==> config.mk <==
export PLATFORM = sky130hd
export DESIGN_NAME = hazard_ctrl
export DESIGN_NICKNAME = d
export VERILOG_FILES = /design/src/rtl/hazard_ctrl.sv
export SDC_FILE = /design/constraint.sdc
export NUM_CORES = 1
export LEC_CHECK = 0
export CAP_MARGIN = 20
export CORE_MARGIN = 4
export CORE_UTILIZATION = 30
export DETAILED_ROUTE_END_ITERATION = 12
export GPL_TIMING_DRIVEN = 0
export PLACE_DENSITY = 0.5
export SLEW_MARGIN = 25
export SYNTH_ARGS = -nofsm -noshare
export SYNTH_HDL_FRONTEND = slang
export SYNTH_SLANG_ARGS = --single-unit
==> constraint.sdc <==
create_clock -name clk_i -period 3.6 [get_ports clk_i]
set_input_delay 0.72 -clock clk_i [delete_from_list [all_inputs] [get_ports clk_i]]
set_output_delay 0.72 -clock clk_i [all_outputs]
set_load 0.02 [all_outputs]
==> src/rtl/hazard_ctrl.sv <==
// Hazard and stall controller: load-use bubbles, branch flushes and a pipeline-wide
// freeze while a data-memory access is outstanding. Also keeps saturating event counters.
module hazard_ctrl #(
    parameter int CNT_W   = 16,
    parameter int TIMEOUT = 255
) (
    input  logic             clk_i,
    input  logic             rst_i,
    input  logic             IDEX_MemRead_i,
    input  logic [4:0]       IDEX_RTaddr_i,
    input  logic [4:0]       IFID_RSaddr_i,
    input  logic [4:0]       IFID_RTaddr_i,
    input  logic             IFID_UsesRT_i,
    input  logic             Branch_i,
    input  logic             Dmem_req_i,
    input  logic             Dmem_ack_i,
    output logic             PCWrite_o,
    output logic             IFIDWrite_o,
    output logic             IFIDFlush_o,
    output logic             IDEXBubble_o,
    output logic             PipeEn_o,
    output logic             Timeout_o,
    output logic [CNT_W-1:0] StallCnt_o,
    output logic [CNT_W-1:0] FlushCnt_o
);

    localparam int WCNT_BITS = $clog2(TIMEOUT + 1);
    localparam int WCNT_W    = (WCNT_BITS > 8) ? WCNT_BITS : 8;
    localparam logic [WCNT_W-1:0] WCNT_MAX = WCNT_W'(TIMEOUT);

    typedef enum logic {
        RUN,
        MEMWAIT
    } state_t;

    state_t            state_reg;
    logic [WCNT_W-1:0] wcnt_reg;
    logic              timeout_reg;

    logic in_run;
    logic in_wait;
    logic freeze;
    logic lu;
    logic stall_evt;
    logic flush_evt;

    // Reset forces the RUN view so a mid-wait reset releases the freeze at once.
    assign in_run  = rst_i || (state_reg == RUN);
    assign in_wait = !in_run;

    assign freeze = (in_wait && !Dmem_ack_i) || (in_run && Dmem_req_i && !Dmem_ack_i);

    assign lu = IDEX_MemRead_i && (IDEX_RTaddr_i != 5'd0) &&
                ((IDEX_RTaddr_i == IFID_RSaddr_i) ||
                 (IFID_UsesRT_i && (IDEX_RTaddr_i == IFID_RTaddr_i)));

    assign stall_evt = !freeze && lu;
    assign flush_evt = !freeze && !lu && Branch_i;

    always_comb begin
        PipeEn_o     = 1'b1;
        PCWrite_o    = 1'b1;
        IFIDWrite_o  = 1'b1;
        IFIDFlush_o  = 1'b0;
        IDEXBubble_o = 1'b0;
        if (freeze) begin
            PipeEn_o    = 1'b0;
            PCWrite_o   = 1'b0;
            IFIDWrite_o = 1'b0;
        end else if (lu) begin
            PCWrite_o    = 1'b0;
            IFIDWrite_o  = 1'b0;
            IDEXBubble_o = 1'b1;
        end else if (Branch_i) begin
            IFIDFlush_o = 1'b1;
        end
    end

    always_ff @(posedge clk_i) begin
        if (rst_i) begin
            state_reg   <= RUN;
            wcnt_reg    <= '0;
            timeout_reg <= 1'b0;
        end else begin
            case (state_reg)
                RUN: begin
                    if (Dmem_req_i && !Dmem_ack_i) begin
                        state_reg <= MEMWAIT;
                        wcnt_reg  <= WCNT_W'(1);
                    end
                end
                MEMWAIT: begin
                    if (Dmem_ack_i) begin
                        state_reg <= RUN;
                        wcnt_reg  <= '0;
                    end else if (wcnt_reg == WCNT_MAX) begin
                        state_reg   <= RUN;
                        wcnt_reg    <= '0;
                        timeout_reg <= 1'b1;
                    end else begin
                        wcnt_reg <= wcnt_reg + WCNT_W'(1);
                    end
                end
                default: begin
                    state_reg <= RUN;
                    wcnt_reg  <= '0;
                end
            endcase
        end
    end

    assign Timeout_o = timeout_reg;

    // Index 0 counts load-use bubbles, index 1 counts branch flushes.
    logic [1:0]       cnt_evt;
    logic [CNT_W-1:0] cnt_reg [2];

    assign cnt_evt = {flush_evt, stall_evt};

    generate
        for (genvar gi = 0; gi < 2; gi++) begin : g_perf_cnt
            always_ff @(posedge clk_i) begin
                if (rst_i) begin
                    cnt_reg[gi] <= '0;
                end else if (cnt_evt[gi] && !(&cnt_reg[gi])) begin
                    cnt_reg[gi] <= cnt_reg[gi] + CNT_W'(1);
                end
            end
        end
    endgenerate

    assign StallCnt_o = cnt_reg[0];
    assign FlushCnt_o = cnt_reg[1];

endmodule

==> flow_metrics.env <==
export IMPL_cts_tree="built"
export IMPL_synth_cell_types=38
export IMPL_rr_endpoint="cnt_reg[1][8]$_SDFFCE_PN0P_"
export IMPL_drc=0
export IMPL_cts_sinks=42
export IMPL_nets=330
export IMPL_clk_path_buf_depth=2
export IMPL_max_freq_mhz=291
export IMPL_r2r_setup_slack_ps=1180
export IMPL_fin_crit_ps=3440
export IMPL_final_util_pct=42.9
export IMPL_placed_cells=397
export IMPL_hp_start="Timeout_o$_SDFFE_PP0P_"
export IMPL_grt_met3_usage_pct=3.05
export IMPL_hold_path_class="reg -> reg"
export IMPL_netlist_top_cell_by_area="edfxtp_1"
export IMPL_die_x_um=96.1
export IMPL_track_usage_pct=12.7
export IMPL_cp_common_cell="nor2_2"
export IMPL_irDropWorstVdd_mv=0.208
export IMPL_required_ps=2880
export IMPL_largest_reg_flops=32
export IMPL_tightest_slew_ps=745
export IMPL_cts_root_buf="clkbuf_8"
export IMPL_hold_violations=0
export IMPL_tns_ps=0
export IMPL_p_total_mw=1.13
export IMPL_start_kind="primary input"
export IMPL_grt_pass1_wl_um=9190
export IMPL_layout_drive_gt1_share_pct=5.88
export IMPL_grt_pass1_vias=1866
export IMPL_finalInstanceArea_mm2=0.00318
export IMPL_antenna_found_initial=0
export IMPL_cap_violations=0
export IMPL_netlist_area_mm2=0.00233
export IMPL_path_cells="clkdlybuf4s50_1, or4_1, o21ai_2, nor2_2, nor2_2, buf_4, dlygate4sd2_1"
export IMPL_antenna_cells=0
export IMPL_grt_max_degree=17
export IMPL_finalClockSkew_ps=5.89
export IMPL_post_dp_hpwl_um=4110
export IMPL_grt_util_met1_pct=17.7
export IMPL_slew_limit_headroom_pct=49.9
export IMPL_worstPathMaxFanout=8
export IMPL_pin_count=60
export IMPL_first_pass_iters=4
export IMPL_reg2reg_depth=7
export IMPL_critPathMaxStageDelay_ps=560
export IMPL_final_common_cell="clkdlybuf4s50_1"
export IMPL_portBuffers=59
export IMPL_cts_setup_buffers=0
export IMPL_clkLatencyLatePin_ps=290
export IMPL_min_to="Timeout_o$_SDFFE_PP0P_"
export IMPL_final_cell_mix="clkdlybuf4s50_1, nor2_1, edfxtp_1"
export IMPL_yosysTopAreaCellShare_pct=41.3
export IMPL_place_area_mm2=0.00306
export IMPL_clk_pin_slew_ps=80
export IMPL_outcome="finished, final reports clean"
export IMPL_crit_buf_inv=3
export IMPL_final_antenna_net_count=0
export IMPL_synthesis_nets=263
export IMPL_die_area_mm2=0.00923
export IMPL_ys_seq_area_share_pct=49.9
export IMPL_top_usage_layer="met2"
export IMPL_die_h_um=96.1
export IMPL_wl_per_cell_um=13.6
export IMPL_synth_area_per_cell_um2=9.78
export IMPL_p_per_area_mw_per_mm2=356
export IMPL_row_count=31
export IMPL_min_path_cells=2
export IMPL_syn2layout_area_growth_pct=36.6
export IMPL_yosysWarningCount=0
export IMPL_numCtsBuffers=5
export IMPL_synth_cells=238
export IMPL_grt_setup_unrepaired="no"
export IMPL_endpoint_kind="output pin"
export IMPL_drv_slew=0
export IMPL_htreeDepth=2
export IMPL_crit_path_top_delay_cell="or4_1"
export IMPL_drt_wl_total_um=5510
export IMPL_setup_slack_ps=161
export IMPL_hold_slack_ps=480
export IMPL_timing_final_crit_share_pct=95.5
export IMPL_place_ws_ps=-402
export IMPL_vias_per_cell=4.83
export IMPL_num_vias=1955
export IMPL_finalSetupViolations=0
export IMPL_met2_usage_pct=19.7
export IMPL_grt_overflow_total=0
export IMPL_synth_area_leaders="edfxtp_1, dfxtp_1, xor2_1, nor2_1, xnor2_1"
export IMPL_fin_cells=405
export IMPL_core_area_mm2=0.00741
export IMPL_leakagePower_nw=1.06
export IMPL_r2r_start="cnt_reg[1][0]$_SDFFCE_PN0P_"
export IMPL_gp_congestion=0.734
export IMPL_cp_data_arrival_time_ps=2720
export IMPL_drt_initial_drc_count=110
export IMPL_initial_core_util_pct=31.4
export IMPL_timing_worst_setup_path_type="in -> out"
export IMPL_crit_family="buffers and inverters"
export IMPL_synth_seq_cells=42
[cell families (layout without fill, tap and decap cells)]
logic type,Yosys count,after routing,synth area share (%)
AND/OR/NAND/NOR,116,116,24.1
adder cells (fa/ha/maj),3,3,1.61
flip-flops,42,42,49.9
XOR/XNOR,38,38,14.3
buffers and inverters,10,78,2.20
AO/OA/AOI/OAI,29,29,7.90
[Yosys cell counts, drive strengths merged]
cell type / n
a211oi: 1
buf: 4
a41o: 1
and4: 3
ha: 3
a21o: 1
a2bb2oi: 1
nand2b: 1
xnor2: 16
nand4: 8
nand3: 16
a31oi: 3
a41oi: 1
inv: 5
nand2: 14
dfxtp: 10
or3: 1
a22oi: 1
nor2b: 4
nor2: 48
o21ai: 8
clkbuf: 1
o22ai: 1
o22a: 1
nor4: 3
o21bai: 2
nand3b: 2
or4b: 1
or4: 3
edfxtp: 32
nor3: 10
xor2: 22
a21oi: 7
and3: 2
o21ba: 1
[worst reg2reg max path, delay by kind of cell (launching register included)]
kind                     cells  cell delay, ps
flip-flops                   1             420
AO/OA/AOI/OAI                2             430
buffers and inverters        1             300
AND/OR/NAND/NOR              3             790
adder cells (fa/ha/maj)      1             230
[worst max path at each step]
stage | startpoint | end | depth (start not counted)
after floorplan | IDEX_RTaddr_i[1] | PCWrite_o | 5
after global placement | IDEX_RTaddr_i[1] | PCWrite_o | 7
after detailed placement | IDEX_RTaddr_i[1] | PCWrite_o | 7
after CTS | IDEX_RTaddr_i[1] | IFIDFlush_o | 6
after global routing | IDEX_RTaddr_i[1] | PCWrite_o | 7
final | IDEX_RTaddr_i[1] | PCWrite_o | 7
[report_power, final]
part	total (mW)	internal (mW)	leakage [nW]	switching [mW]
Sequential	0.577	0.546	0.420	0.0302
Clock	0.369	0.205	0.0528	0.164
Combinational	0.186	0.0933	0.585	0.0922
[cell type report]
class | instances | area, um2
Buffer | 5 | 32.5
Tap cell | 99 | 124
Sequential cell | 42 | 1160
Clock buffer | 6 | 72.6
Fill cell | 743 | 4230
Clock inverter | 2 | 33.8
Timing Repair Buffer | 60 | 602
Multi-Input combinational cell | 186 | 1130
Inverter | 5 | 18.8
[what timing repair did]
item,4_1_cts,5_1_grt
pin swaps,1,0
hold buffers,0,0
setup endpoints to repair,3,1
resized for setup,6,2
[per-layer routing]
layer	vias to the layer above	share of wire [%]
met2	43	47
met1	918	47
met4	0	0.93
met5	-	0
met3	5	4.6
li1	989	-
Power figures use the tool's default switching activity.
